===== config.mk =====
export PLATFORM = sky130hd
export DESIGN_NAME = ram_port_arbiter_flat
export DESIGN_NICKNAME = d
export VERILOG_FILES = /design/src/rtl/ram_port_arbiter_if.sv /design/src/rtl/ram_port_arbiter.sv /design/src/flat_wrapper.sv
export SDC_FILE = /design/constraint.sdc
export NUM_CORES = 1
export LEC_CHECK = 0
export CAP_MARGIN = 20
export CORE_ASPECT_RATIO = 0.6
export CORE_MARGIN = 2
export CORE_UTILIZATION = 41
export DETAILED_ROUTE_END_ITERATION = 10
export GPL_TIMING_DRIVEN = 0
export HOLD_SLACK_MARGIN = 0.05
export PLACE_DENSITY = 0.8
export SLEW_MARGIN = 20
export SYNTH_ARGS = -nofsm -noshare
export SYNTH_HDL_FRONTEND = slang
export SYNTH_SLANG_ARGS = --single-unit

===== constraint.sdc =====
create_clock -name clk -period 1.72 [get_ports clk]
set_input_delay 0.43 -clock clk [delete_from_list [all_inputs] [get_ports clk]]
set_output_delay 0.43 -clock clk [all_outputs]
set_load 0.05 [all_outputs]

===== src/rtl/ram_port_arbiter_if.sv =====
// Request/response channels of the fetch (IF) and load/store (D) ports plus the
// shared single-port RAM bus, as seen by the arbiter (slave) and its environment (master).
interface ram_port_arbiter_if #(
  parameter int unsigned ADDRESS_WIDTH = 14,
  parameter int unsigned DATA_WIDTH    = 32
);
  logic                     if_req_valid;
  logic                     if_req_ready;
  logic [ADDRESS_WIDTH-1:0] if_addr;
  logic                     if_rsp_valid;
  logic                     if_rsp_ready;
  logic [DATA_WIDTH-1:0]    if_rsp_data;

  logic                     d_req_valid;
  logic                     d_req_ready;
  logic                     d_we;
  logic [ADDRESS_WIDTH-1:0] d_addr;
  logic [2:0]               d_access_type;
  logic [DATA_WIDTH-1:0]    d_wdata;
  logic                     d_rsp_valid;
  logic                     d_rsp_ready;
  logic [DATA_WIDTH-1:0]    d_rsp_data;

  logic                     ram_wEn;
  logic [ADDRESS_WIDTH-1:0] ram_addr;
  logic [2:0]               ram_access_type;
  logic [DATA_WIDTH-1:0]    ram_dataIn;
  logic [DATA_WIDTH-1:0]    ram_dataOut;

  modport slave (
    input  if_req_valid, if_addr, if_rsp_ready,
    input  d_req_valid, d_we, d_addr, d_access_type, d_wdata, d_rsp_ready,
    input  ram_dataOut,
    output if_req_ready, if_rsp_valid, if_rsp_data,
    output d_req_ready, d_rsp_valid, d_rsp_data,
    output ram_wEn, ram_addr, ram_access_type, ram_dataIn
  );

  modport master (
    output if_req_valid, if_addr, if_rsp_ready,
    output d_req_valid, d_we, d_addr, d_access_type, d_wdata, d_rsp_ready,
    output ram_dataOut,
    input  if_req_ready, if_rsp_valid, if_rsp_data,
    input  d_req_ready, d_rsp_valid, d_rsp_data,
    input  ram_wEn, ram_addr, ram_access_type, ram_dataIn
  );
endinterface


===== src/rtl/ram_port_arbiter.sv =====
// Shares one synchronous-read RAM between instruction fetch and data load/store,
// one transaction at a time: accept, issue, capture, respond.
module ram_port_arbiter #(
  parameter int unsigned ADDRESS_WIDTH = 14,
  parameter int unsigned DATA_WIDTH    = 32
) (
  input  logic               clk,
  input  logic               rst_n,
  ram_port_arbiter_if.slave  bus
);

  localparam int unsigned            ACCESS_W    = 3;
  localparam logic [ACCESS_W-1:0]    ACCESS_WORD = 3'b010;

  typedef enum logic [1:0] {IDLE, ISSUE, CAPTURE, RESP} state_t;

  state_t                   r_state;
  state_t                   w_state_next;

  logic                     r_owner_d;
  logic                     r_last_d;
  logic                     r_we;
  logic                     r_ram_wen;
  logic [ADDRESS_WIDTH-1:0] r_ram_addr;
  logic [ACCESS_W-1:0]      r_ram_access_type;
  logic [DATA_WIDTH-1:0]    r_ram_data_in;
  logic                     r_if_rsp_valid;
  logic                     r_d_rsp_valid;
  logic [DATA_WIDTH-1:0]    r_if_rsp_data;
  logic [DATA_WIDTH-1:0]    r_d_rsp_data;

  logic                     w_if_req_ready;
  logic                     w_d_req_ready;
  logic                     w_accept;
  logic                     w_grant_d;
  logic                     w_capture;
  logic                     w_resp_done;
  logic [DATA_WIDTH-1:0]    w_capture_data;

  // State register
  always_ff @(posedge clk or negedge rst_n) begin
    if (!rst_n) r_state <= IDLE;
    else        r_state <= w_state_next;
  end

  // Next state, round-robin grant and datapath strobes
  always_comb begin
    w_state_next   = r_state;
    w_if_req_ready = 1'b0;
    w_d_req_ready  = 1'b0;
    w_accept       = 1'b0;
    w_grant_d      = 1'b0;
    w_capture      = 1'b0;
    w_resp_done    = 1'b0;
    case (r_state)
      IDLE: begin
        // D wins unless IF is also waiting and D was the last one served
        if (bus.d_req_valid && (!bus.if_req_valid || !r_last_d)) begin
          w_d_req_ready = 1'b1;
          w_grant_d     = 1'b1;
          w_accept      = 1'b1;
          w_state_next  = ISSUE;
        end else if (bus.if_req_valid) begin
          w_if_req_ready = 1'b1;
          w_accept       = 1'b1;
          w_state_next   = ISSUE;
        end
      end
      ISSUE:   w_state_next = CAPTURE;
      CAPTURE: begin
        w_capture    = 1'b1;
        w_state_next = RESP;
      end
      RESP: begin
        if (r_owner_d ? bus.d_rsp_ready : bus.if_rsp_ready) begin
          w_resp_done  = 1'b1;
          w_state_next = IDLE;
        end
      end
      default: w_state_next = IDLE;
    endcase
  end

  assign w_capture_data = r_we ? '0 : bus.ram_dataOut;

  // RAM-driving registers and per-port response registers
  always_ff @(posedge clk or negedge rst_n) begin
    if (!rst_n) begin
      r_owner_d         <= 1'b0;
      r_last_d          <= 1'b0;
      r_we              <= 1'b0;
      r_ram_wen         <= 1'b0;
      r_ram_addr        <= '0;
      r_ram_access_type <= '0;
      r_ram_data_in     <= '0;
      r_if_rsp_valid    <= 1'b0;
      r_d_rsp_valid     <= 1'b0;
      r_if_rsp_data     <= '0;
      r_d_rsp_data      <= '0;
    end else begin
      r_ram_wen <= 1'b0;
      if (w_accept) begin
        r_owner_d         <= w_grant_d;
        r_last_d          <= w_grant_d;
        r_we              <= w_grant_d & bus.d_we;
        r_ram_wen         <= w_grant_d & bus.d_we;
        r_ram_addr        <= w_grant_d ? bus.d_addr : bus.if_addr;
        r_ram_access_type <= w_grant_d ? bus.d_access_type : ACCESS_WORD;
        r_ram_data_in     <= w_grant_d ? bus.d_wdata : '0;
      end
      if (w_capture) begin
        if (r_owner_d) begin
          r_d_rsp_data  <= w_capture_data;
          r_d_rsp_valid <= 1'b1;
        end else begin
          r_if_rsp_data  <= w_capture_data;
          r_if_rsp_valid <= 1'b1;
        end
      end
      if (w_resp_done) begin
        r_if_rsp_valid <= 1'b0;
        r_d_rsp_valid  <= 1'b0;
      end
    end
  end

  assign bus.if_req_ready    = w_if_req_ready;
  assign bus.d_req_ready     = w_d_req_ready;
  assign bus.if_rsp_valid    = r_if_rsp_valid;
  assign bus.if_rsp_data     = r_if_rsp_data;
  assign bus.d_rsp_valid     = r_d_rsp_valid;
  assign bus.d_rsp_data      = r_d_rsp_data;
  assign bus.ram_wEn         = r_ram_wen;
  assign bus.ram_addr        = r_ram_addr;
  assign bus.ram_access_type = r_ram_access_type;
  assign bus.ram_dataIn      = r_ram_data_in;

endmodule

===== src/flat_wrapper.sv =====
// flat-port wrapper written by rule: the top's interface ports become plain ports
module ram_port_arbiter_flat 
#(
  parameter int unsigned ADDRESS_WIDTH = 14,
  parameter int unsigned DATA_WIDTH    = 32
)
  (clk, rst_n, bus_if_req_valid, bus_if_addr, bus_if_rsp_ready, bus_d_req_valid, bus_d_we, bus_d_addr, bus_d_access_type, bus_d_wdata, bus_d_rsp_ready, bus_ram_dataOut, bus_if_req_ready, bus_if_rsp_valid, bus_if_rsp_data, bus_d_req_ready, bus_d_rsp_valid, bus_d_rsp_data, bus_ram_wEn, bus_ram_addr, bus_ram_access_type, bus_ram_dataIn);
  ram_port_arbiter_if #(.ADDRESS_WIDTH(ADDRESS_WIDTH), .DATA_WIDTH(DATA_WIDTH)) bus_i ();
  input  logic clk;
  input  logic rst_n;
  input wire logic [$bits(bus_i.if_req_valid)-1:0] bus_if_req_valid;
  input wire logic [$bits(bus_i.if_addr)-1:0] bus_if_addr;
  input wire logic [$bits(bus_i.if_rsp_ready)-1:0] bus_if_rsp_ready;
  input wire logic [$bits(bus_i.d_req_valid)-1:0] bus_d_req_valid;
  input wire logic [$bits(bus_i.d_we)-1:0] bus_d_we;
  input wire logic [$bits(bus_i.d_addr)-1:0] bus_d_addr;
  input wire logic [$bits(bus_i.d_access_type)-1:0] bus_d_access_type;
  input wire logic [$bits(bus_i.d_wdata)-1:0] bus_d_wdata;
  input wire logic [$bits(bus_i.d_rsp_ready)-1:0] bus_d_rsp_ready;
  input wire logic [$bits(bus_i.ram_dataOut)-1:0] bus_ram_dataOut;
  output wire logic [$bits(bus_i.if_req_ready)-1:0] bus_if_req_ready;
  output wire logic [$bits(bus_i.if_rsp_valid)-1:0] bus_if_rsp_valid;
  output wire logic [$bits(bus_i.if_rsp_data)-1:0] bus_if_rsp_data;
  output wire logic [$bits(bus_i.d_req_ready)-1:0] bus_d_req_ready;
  output wire logic [$bits(bus_i.d_rsp_valid)-1:0] bus_d_rsp_valid;
  output wire logic [$bits(bus_i.d_rsp_data)-1:0] bus_d_rsp_data;
  output wire logic [$bits(bus_i.ram_wEn)-1:0] bus_ram_wEn;
  output wire logic [$bits(bus_i.ram_addr)-1:0] bus_ram_addr;
  output wire logic [$bits(bus_i.ram_access_type)-1:0] bus_ram_access_type;
  output wire logic [$bits(bus_i.ram_dataIn)-1:0] bus_ram_dataIn;
  assign bus_i.if_req_valid = bus_if_req_valid;
  assign bus_i.if_addr = bus_if_addr;
  assign bus_i.if_rsp_ready = bus_if_rsp_ready;
  assign bus_i.d_req_valid = bus_d_req_valid;
  assign bus_i.d_we = bus_d_we;
  assign bus_i.d_addr = bus_d_addr;
  assign bus_i.d_access_type = bus_d_access_type;
  assign bus_i.d_wdata = bus_d_wdata;
  assign bus_i.d_rsp_ready = bus_d_rsp_ready;
  assign bus_i.ram_dataOut = bus_ram_dataOut;
  assign bus_if_req_ready = bus_i.if_req_ready;
  assign bus_if_rsp_valid = bus_i.if_rsp_valid;
  assign bus_if_rsp_data = bus_i.if_rsp_data;
  assign bus_d_req_ready = bus_i.d_req_ready;
  assign bus_d_rsp_valid = bus_i.d_rsp_valid;
  assign bus_d_rsp_data = bus_i.d_rsp_data;
  assign bus_ram_wEn = bus_i.ram_wEn;
  assign bus_ram_addr = bus_i.ram_addr;
  assign bus_ram_access_type = bus_i.ram_access_type;
  assign bus_ram_dataIn = bus_i.ram_dataIn;
  ram_port_arbiter #(.ADDRESS_WIDTH(ADDRESS_WIDTH), .DATA_WIDTH(DATA_WIDTH)) u_core (.clk(clk), .rst_n(rst_n), .bus(bus_i));
endmodule

==> results.py, run 1 <==
metrics = {
    "floorplan": {
        "chipWidth_um": 142,
        "placeable_core_region_mm2": 0.0113,
        "boundaryPins": 220,
        "design.die.area_mm2": 0.0124,
        "die_height_um": 87.0,
        "starting_utilization_of_the_core_area": 0.418,
        "core.rowCount": 30,
    },
    "clocking": {
        "cts.sinks": 120,
        "worst_skew_late_latency_ns": 0.41,
        "clock_slew_at_reported_path_ffs_ns": 0.05,
        "numCtsBuffers": 17,
        "cts-root-buf": "clkbuf_16",
        "clock_tree.htree_level_count": 4,
        "cts.path.max_buffers": 2,
        "tritoncts_clock_tree": "done",
    },
    "sta": {
        "maxSlewViolCount": 0,
        "finalHoldViolations": 0,
        "setup_violations": 6,
        "post-route-period-util": 1.13,
        "timing.clock.skew_ns": 0.00615,
        "worst_slew_pin_slew_ns": 0.614,
        "max_clock_freq_mhz": 513,
        "rsz0062_at_grt": "yes",
        "worst_slew_margin_rel": 0.591,
        "setup-tns-final_ns": -0.494,
        "period_minus_slack_ns": 1.95,
        "finalWorstSetupSlack_ns": -0.230,
    },
    "global_route": {
        "first_global_vias": 4501,
        "grt.total_usage": 0.253,
        "grt_first_pass_wirelength_um": 23600,
        "grt_antenna_before_repair": 0,
        "grt_start_max_net_pins": 67,
        "grt.overflow.total": 0,
    },
    "final_layout": {
        "drive_gt1_frac": 0.279,
        "design.final.nets": 781,
        "area_growth_pct": 66.0,
        "layout_common_cells": "dfrtp_1 (120), clkdlybuf4s50_1 (98), nand2_1 (69), o21ai_0 (64), clkdlybuf4s15_2 (59)",
        "most_common_library_cell_in_the_layout_ignoring_fill_and_taps": "dfrtp_1",
        "antenna_diodes": 0,
    },
    "synth": {
        "post_synth_xor_area_fraction": 0,
        "postSynthRegisterBits": 120,
        "muxShareOfSynthArea": 0.00451,
        "synth_compound_area_frac": 0.174,
        "syn-num-nets": 526,
        "synth-warning-count": 0,
        "yosys.cell_types.count": 29,
        "largest_family_of_logic_cells_by_synthesized_area": "compound AO/OA/AOI/OAI gates",
        "syn_inst": 421,
        "synth_simple_gate_area_frac": 0.140,
        "synthAdderAreaFrac": 0.00797,
        "yosysSeqAreaShare": 0.637,
        "netlist_area_before_placement_mm2": 0.00471,
        "synthesis.area_per_instance_um2": 11.2,
    },
    "worst_setup_path": {
        "worst_path_required_time_ns": 1.29,
        "r2r-start": "u_core.r_state[1]",
        "startpoint_type": "register",
        "r2r-end": "u_core.bus.ram_addr[6]",
        "crit_type": "reg2out",
        "worst_r2r_setup_slack_ns": -0.03,
        "setup.worst_path.end": "bus_if_req_ready",
        "worst_r2r_path_depth": 8,
        "top_fanout_value_on_the_critical_path": 5,
        "worst-endpoint-arrival_ns": 1.52,
        "critical_path_endpoint_category": "output port",
        "critical_path.startpoint": "u_core.r_last_d",
    },
    "routing": {
        "vias_per_cell": 5.25,
        "wl_per_cell_um": 18.7,
        "route.antenna.remaining_nets": 0,
        "dr.pass1.iters": 4,
        "drc_errors": 0,
        "totalWireLength_um": 15500,
        "drt-initial-drc-count": 150,
        "routed-via-count": 4371,
    },
    "placed_design": {
        "io_buffer_count": 219,
        "globalplace.congestion": 0.809,
        "place.detailed.hpwl_um": 10900,
        "place_worst_setup_slack_ns": -1.15,
    },
    "run_status": {
        "status": "finished with violations",
        "failed_checks": "setup timing",
    },
    "power": {
        "leakagePower_uw": 0.00356,
        "power.ir.vdd_worst_v": 0.00130,
        "powerDensity_mw_per_mm2": 2420,
    },
    "run": {
        "max_cap_violations": 0,
    },
    "worst_hold_path": {
        "worstHoldPathType": "reg2reg",
    },
}
power by group:
part           total (µW)  switching, µW  internal (µW)  leakage (µW)
combinational       10300           7200           3090       0.00177
clock                3680           1270           2410      0.000297
sequential           4970            810           4160       0.00150
total               18900           9280           9660       0.00356
worst min path at each step:
stage	slack, ns	cells after the start	end	startpoint
after global routing	0.50	2	u_core.bus.d_rsp_data[21]	u_core.bus.d_rsp_data[21]
after CTS	0.48	2	u_core.bus.d_rsp_data[14]	u_core.bus.d_rsp_data[14]
after global placement	0.46	2	u_core.bus.d_rsp_data[2]	u_core.bus.d_rsp_data[2]
after floorplan	0.13	0	u_core.bus.d_rsp_data[0]	rst_n
final	0.48	2	u_core.bus.if_rsp_data[16]	u_core.bus.if_rsp_data[16]
after detailed placement	0.46	1	u_core.bus.ram_dataIn[21]	rst_n
final cells by class:
| cell class | count | area, µm² |
|---|---|---|
| fillers | 813 | 3440 |
| flip-flops and latches | 120 | 3000 |
| repair buffers | 239 | 2230 |
| multi-input cells | 269 | 1610 |
| clock buffers | 19 | 433 |
| well taps | 144 | 180 |
| clock inverters | 13 | 178 |
| plain buffers | 27 | 175 |
| inverters | 2 | 7.51 |
routing by layer:
metal	GRT usage	vias up	routed length, µm
li1	-	1989	-
met5	0	-	0
met1	0.322	2186	6710
met4	0.0999	0	373
met2	0.402	164	7430
met3	0.0907	32	1030
state kept, by name (all words and copies together) (netlist names):
register	cells
u_core.bus.d_rsp_data	32
u_core.bus.if_rsp_data	32
u_core.bus.ram_dataIn	32
u_core.bus.ram_addr	14
u_core.bus.ram_access_type	3
u_core.r_state	2
u_core.bus.d_rsp_valid	1
u_core.bus.if_rsp_valid	1
u_core.bus.ram_wEn	1
u_core.r_last_d	1
u_core.r_we	1
through the flow:
stage	utilization	total power, µW	hold slack (ns)	cells	instance area, µm²
2_1_floorplan	-	11600	0.134	421	4720
3_3_place_gp	0.630	15200	0.462	784	7100
3_5_place_dp	0.633	15500	0.464	785	7130
4_1_cts	0.711	19100	0.482	830	8010
5_1_grt	0.695	19800	0.501	833	7820
6_report	0.695	18900	0.480	833	7820
cell usage after synthesis:
master,instances,share of area
a21oi_1,2,0.0021
a22o_1,35,0.065
a22oi_1,1,0.0016
a2bb2oi_1,1,0.0019
a311oi_1,1,0.0019
and2_1,1,0.0013
and2_4,1,0.0019
buf_2,10,0.011
buf_6,5,0.012
clkbuf_1,14,0.011
clkbuf_2,1,0.0011
dfrtp_1,120,0.64
ha_1,3,0.0080
inv_1,2,0.0016
mux2_2,1,0.0024
mux2i_1,1,0.0021
nand2_1,71,0.057
nand2_2,1,0.0013
nand2b_1,33,0.044
nor2_1,18,0.014
nor2_8,1,0.0042
nor2b_2,1,0.0019
nor3_1,14,0.015
o21a_1,1,0.0016
o21ai_0,65,0.069
o21ai_1,1,0.0011
o22ai_1,1,0.0013
o32a_1,1,0.0021
o32ai_1,14,0.026
critical path, stage by stage (launching register included):
cell,delay (ns)
dfrtp_1,0.39
buf_6,0.14
buf_6,0.11
nor2b_4,0.14
buf_6,0.15
nor2_4,0.04
buf_8,0.14
timing repair:
item / in CTS / in global routing
buffers inserted: 12 / 5
cloned: 0 / 1
hold endpoints to repair: 65 / 0
setup endpoints to repair: 204 / 126
pin swaps: 2 / 2
gates resized for setup: 333 / 67
hold buffers: 1 / 0
cells by family (layout without fill, tap and decap cells):
logic type	after synthesis	in the layout
compound gates	123	123
fa+ha+maj	3	3
buf+inv	32	300
flops	120	120
mux	2	2
simple gates	141	141
Power figures use the tool's default switching activity.
==> run 2, diff against run 1 <==
--- a/config.mk
+++ b/config.mk
@@ -13,6 +13,7 @@
 export GPL_TIMING_DRIVEN = 0
 export HOLD_SLACK_MARGIN = 0.05
 export PLACE_DENSITY = 0.8
+export SKIP_CTS_REPAIR_TIMING = 1
 export SLEW_MARGIN = 20
 export SYNTH_ARGS = -nofsm -noshare
 export SYNTH_HDL_FRONTEND = slang
==> results.py, run 2 (synthesis gave the netlist of run 1 again) <==
metrics = {
    "global_route": {
        "grt_antenna_before_repair": 0,
        "grt.total_usage": 0.248,
        "grt_start_max_net_pins": 67,
        "first_global_vias": 4451,
        "grt_first_pass_wirelength_um": 23000,
        "grt.overflow.total": 0,
    },
    "worst_setup_path": {
        "critical_path.max_stage_delay_ns": 0.41,
        "worst_r2r_setup_slack_ns": -0.19,
        "r2r-end": "u_core.bus.ram_dataIn[30]",
        "critical_path.most_common_cell": "buf_8",
        "crit_type": "reg2out",
        "critical_path_endpoint_category": "output port",
        "worst_path_required_time_ns": 1.29,
        "critical-path-slowest-cell": "dfrtp_1",
        "worst-endpoint-arrival_ns": 1.69,
        "startpoint_type": "register",
        "r2r-start": "u_core.r_state[0]",
        "worst_r2r_path_depth": 7,
        "crit_path_cell_trace": "inv_2, ha_4, buf_8, nand2_8, nor2_8, buf_8, buf_8",
        "top_fanout_value_on_the_critical_path": 6,
    },
    "floorplan": {
        "boundaryPins": 220,
        "die_height_um": 87.0,
        "placeable_core_region_mm2": 0.0113,
        "starting_utilization_of_the_core_area": 0.418,
        "design.die.area_mm2": 0.0124,
        "chipWidth_um": 142,
        "core.rowCount": 30,
    },
    "sta": {
        "post-route-period-util": 1.23,
        "hold_ws_ns": 0.472,
        "finalWorstSetupSlack_ns": -0.398,
        "timing.clock.skew_ns": 0.00798,
        "period_minus_slack_ns": 2.12,
        "setup_violations": 37,
        "max_clock_freq_mhz": 472,
        "worst_slew_margin_rel": 0.500,
        "setup-tns-final_ns": -5.36,
        "rsz0062_at_grt": "yes",
        "worst_slew_pin_slew_ns": 0.746,
        "finalHoldViolations": 0,
        "maxSlewViolCount": 0,
    },
    "final_layout": {
        "most_common_library_cell_in_the_layout_ignoring_fill_and_taps": "dfrtp_1",
        "fillers": 751,
        "antenna_diodes": 0,
        "area_growth_pct": 75.5,
        "design.final.nets": 785,
        "layout_common_cells": "dfrtp_1 (120), dlymetal6s2s_1 (117), clkdlybuf4s50_1 (98), nand2_1 (69), o21ai_0 (65)",
        "drive_gt1_frac": 0.130,
    },
    "routing": {
        "drc_errors": 0,
        "wl_per_cell_um": 18.7,
        "routed-via-count": 4367,
        "vias_per_cell": 5.22,
        "drt-initial-drc-count": 185,
        "route.antenna.remaining_nets": 0,
        "dr.pass1.iters": 4,
        "totalWireLength_um": 15600,
    },
    "placed_design": {
        "io_buffer_count": 219,
        "place.detailed.hpwl_um": 10900,
        "globalplace.congestion": 0.809,
        "place_worst_setup_slack_ns": -1.15,
    },
    "clocking": {
        "cts-root-buf": "clkbuf_16",
        "worst_skew_late_latency_ns": 0.41,
        "cts.path.max_buffers": 2,
        "numCtsBuffers": 17,
        "clock_tree.htree_level_count": 4,
        "clock_slew_at_reported_path_ffs_ns": 0.06,
        "tritoncts_clock_tree": "done",
        "cts.sinks": 120,
    },
    "worst_hold_path": {
        "worstHoldPathType": "reg2reg",
        "hold_start": "u_core.bus.d_rsp_data[12]",
        "hold_end": "u_core.bus.d_rsp_data[12]",
        "worst_hold_path.num_cells": 2,
    },
    "run_status": {
        "status": "finished with violations",
        "failed_checks": "setup timing",
    },
    "power": {
        "total_power_uw": 19500,
        "leakagePower_uw": 0.00496,
        "power.ir.vdd_worst_v": 0.00133,
        "powerDensity_mw_per_mm2": 2350,
    },
    "run": {
        "max_cap_violations": 0,
    },
}
==> run 2: changes by cell type in the layout (fill, tap and decap cells not counted), sizes merged <==
cell / change
dlygate4sd2: -2
clkbuf: -38
clkdlybuf4s15: -73
dlymetal6s2s: +117
==> run 2: final cells by class <==
cell class	instances	area, µm²	share of cell area
Sequential cell	120	3000	0.363
Timing Repair Buffer	241	2680	0.324
Multi-Input combinational cell	269	1600	0.193
Clock buffer	19	433	0.0523
Buffer	29	196	0.0237
Tap cell	144	180	0.0218
Clock inverter	13	178	0.0215
Inverter	2	7.51	0.000908
==> run 2: how the worst max path moves through the flow <==
stage / startpoint / to / slack, ns / depth (start not counted)
2_1_floorplan: u_core.r_state[0] / bus_d_req_ready / 0.02 / 6
3_3_place_gp: rst_n / u_core.bus.if_rsp_data[1] / -4.16 / 1
3_5_place_dp: bus_d_req_valid / bus_d_req_ready / -1.15 / 5
4_1_cts: u_core.r_state[0] / bus_d_req_ready / -1.41 / 7
5_1_grt: u_core.r_state[0] / bus_d_req_ready / -0.46 / 7
6_report: u_core.r_state[0] / bus_d_req_ready / -0.40 / 7
==> run 2: through the flow <==
stage | std cells | cell area (µm²) | util
2_1_floorplan | 421 | 4720 | -
3_3_place_gp | 784 | 7100 | 0.630
3_5_place_dp | 785 | 7130 | 0.633
4_1_cts | 817 | 7740 | 0.687
5_1_grt | 837 | 8270 | 0.735
6_report | 837 | 8270 | 0.735
==> run 2: where the power goes <==
group | total (µW) | internal (µW) | leakage [µW] | switching [µW]
Sequential | 4930 | 4160 | 0.00150 | 778
Combinational | 10800 | 3670 | 0.00316 | 7180
Clock | 3690 | 2410 | 0.000297 | 1270
==> run 2: layer usage <==
metal	GRT usage	wire (µm)
met5	0	0
met2	0.393	7590
met3	0.0918	1150
met4	0.0999	327
met1	0.312	6560
==> run 2: critical path: cells and delay by family (launching register included) <==
family	cells	cell delay (ns)
buf+inv	4	0.48
flops	1	0.41
simple gates	2	0.23
fa+ha+maj	1	0.14
==> run 3, diff against run 2 <==
--- a/config.mk
+++ b/config.mk
@@ -8,11 +8,12 @@
 export CAP_MARGIN = 20
 export CORE_ASPECT_RATIO = 0.6
 export CORE_MARGIN = 2
-export CORE_UTILIZATION = 41
+export CORE_UTILIZATION = 54
 export DETAILED_ROUTE_END_ITERATION = 10
+export DONT_BUFFER_PORTS = 1
 export GPL_TIMING_DRIVEN = 0
 export HOLD_SLACK_MARGIN = 0.05
-export PLACE_DENSITY = 0.8
+export PLACE_DENSITY = 0.69
 export SKIP_CTS_REPAIR_TIMING = 1
 export SLEW_MARGIN = 20
 export SYNTH_ARGS = -nofsm -noshare
==> constraint.sdc (replaced) <==
create_clock -name clk -period 2.7 [get_ports clk]
set_input_delay 0.675 -clock clk [delete_from_list [all_inputs] [get_ports clk]]
set_output_delay 0.675 -clock clk [all_outputs]
set_load 0.05 [all_outputs]
==> results.py, run 3 (synthesis gave the netlist of run 1 again) <==
metrics = {
    "sta": {
        "worst_slew_margin_rel": 0.488,
        "timing.clock.skew_ns": 0.00664,
        "finalHoldViolations": 120,
        "max_clock_freq_mhz": 393,
        "setup_violations": 0,
        "rsz0062_at_grt": "no",
        "post-route-period-util": 0.943,
        "worst_slew_pin_slew_ns": 0.763,
        "period_minus_slack_ns": 2.55,
        "hold_ws_ns": -0.0305,
        "maxSlewViolCount": 0,
        "setup-tns-final_ns": 0,
    },
    "placed_design": {
        "globalplace.congestion": 0.777,
        "post_dp_cell_area_mm2": 0.00485,
        "io_buffer_count": 0,
        "place.detailed.hpwl_um": 8130,
    },
    "floorplan": {
        "die_height_um": 76.4,
        "starting_utilization_of_the_core_area": 0.555,
        "boundaryPins": 220,
        "chipWidth_um": 125,
        "core.rowCount": 26,
        "placeable_core_region_mm2": 0.00849,
        "design.die.area_mm2": 0.00951,
    },
    "clocking": {
        "clock_tree.htree_level_count": 4,
        "numCtsBuffers": 17,
        "worst_skew_late_latency_ns": 0.40,
        "tritoncts_clock_tree": "done",
        "cts.path.max_buffers": 2,
        "cts-root-buf": "clkbuf_16",
        "cts.sinks": 120,
        "clock_slew_at_reported_path_ffs_ns": 0.05,
    },
    "final_layout": {
        "most_common_library_cell_in_the_layout_ignoring_fill_and_taps": "dfrtp_1",
        "postLayoutCellArea_mm2": 0.00545,
        "layout_common_cells": "dfrtp_1 (120), nand2_1 (70), o21ai_0 (65), a22o_1 (35), nand2b_1 (33)",
        "drive_gt1_frac": 0.119,
        "antenna_diodes": 0,
        "design.final.nets": 545,
        "fillers": 675,
        "area_growth_pct": 15.6,
    },
    "routing": {
        "route.antenna.remaining_nets": 0,
        "totalWireLength_um": 11500,
        "dr.pass1.iters": 7,
        "drc_errors": 0,
        "drt-initial-drc-count": 268,
        "vias_per_cell": 5.92,
        "wl_per_cell_um": 20.4,
        "routed-via-count": 3342,
    },
    "run_status": {
        "failed_checks": "hold timing",
        "status": "finished with violations",
    },
    "global_route": {
        "grt.total_usage": 0.259,
        "grt_start_max_net_pins": 121,
        "grt_antenna_before_repair": 0,
        "grt.overflow.total": 0,
        "grt_first_pass_wirelength_um": 18900,
        "first_global_vias": 3598,
    },
    "worst_setup_path": {
        "worst_r2r_setup_slack_ns": 0.89,
        "crit_path_cell_trace": "inv_1, ha_1, clkbuf_2, nand2_2, nor2_8, buf_6",
        "startpoint_type": "register",
        "r2r-end": "u_core.bus.ram_dataIn[21]",
        "top_fanout_value_on_the_critical_path": 10,
        "critical_path.max_stage_delay_ns": 0.40,
        "worst_path_required_time_ns": 2.03,
        "worst_r2r_path_depth": 6,
        "critical_path_endpoint_category": "output port",
        "worst-endpoint-arrival_ns": 1.87,
        "r2r-start": "u_core.r_state[0]",
        "critical-path-slowest-cell": "dfrtp_1",
        "crit_type": "reg2out",
    },
    "worst_hold_path": {
        "worstHoldPathType": "in2async",
    },
    "run": {
        "max_cap_violations": 0,
    },
}
==> run 3: changes by cell type in the layout (fill, tap and decap cells not counted), sizes merged <==
cell / previous run / this run
bufinv: 4 / 2
dlygate4sd3: 1 / 0
buf: 39 / 15
clkbuf: 34 / 35
inv: 3 / 2
dlymetal6s2s: 117 / 0
clkinvlp: 2 / 5
clkinv: 6 / 5
clkdlybuf4s50: 98 / 0
==> run 3: layout make-up <==
class                   instances  area (µm²)  share of cell area
flip-flops and latches        120        3000               0.551
multi-input cells             269        1550               0.284
clock inverters                12         126              0.0232
plain buffers                  30         164              0.0301
inverters                       2        7.51             0.00138
well taps                     112         140              0.0257
clock buffers                  20         457              0.0839
==> run 3: through the flow <==
step	utilization	cells	hold slack, ns	setup slack [ns]
6_report	0.641	565	-0.0305	0.154
5_1_grt	0.641	565	-0.0565	0.0524
4_1_cts	0.640	565	-0.0468	-0.331
3_5_place_dp	0.571	533	0.381	0.126
3_3_place_gp	0.571	533	0.381	0.140
2_1_floorplan	-	421	0.379	0.316
==> run 3: worst max-delay path, delay by kind of cell (launching register included) <==
| family | cells | cell delay, ns |
|---|---|---|
| flops | 1 | 0.40 |
| fa+ha+maj | 1 | 0.14 |
| simple gates | 2 | 0.43 |
| buf+inv | 3 | 0.50 |
==> run 3: worst max-delay path by stage <==
stage	from	endpoint	cells after the start
2_1_floorplan	u_core.r_state[0]	bus_if_req_ready	6
3_3_place_gp	u_core.r_state[0]	bus_if_req_ready	6
3_5_place_dp	u_core.r_state[0]	bus_if_req_ready	6
4_1_cts	u_core.r_state[0]	bus_if_req_ready	6
5_1_grt	u_core.r_state[0]	bus_d_req_ready	6
6_report	u_core.r_state[0]	bus_d_req_ready	6
==> run 3: per-layer routing <==
| metal | track usage | share of wire |
|---|---|---|
| met1 | 0.334 | 0.41 |
| met2 | 0.401 | 0.48 |
| met3 | 0.0997 | 0.097 |
| met4 | 0.0989 | 0.015 |
| met5 | 0 | 0 |
Power of run 3 is not shown: default switching activity piles up to over one toggle a cycle in this logic, so the estimate is an artifact.
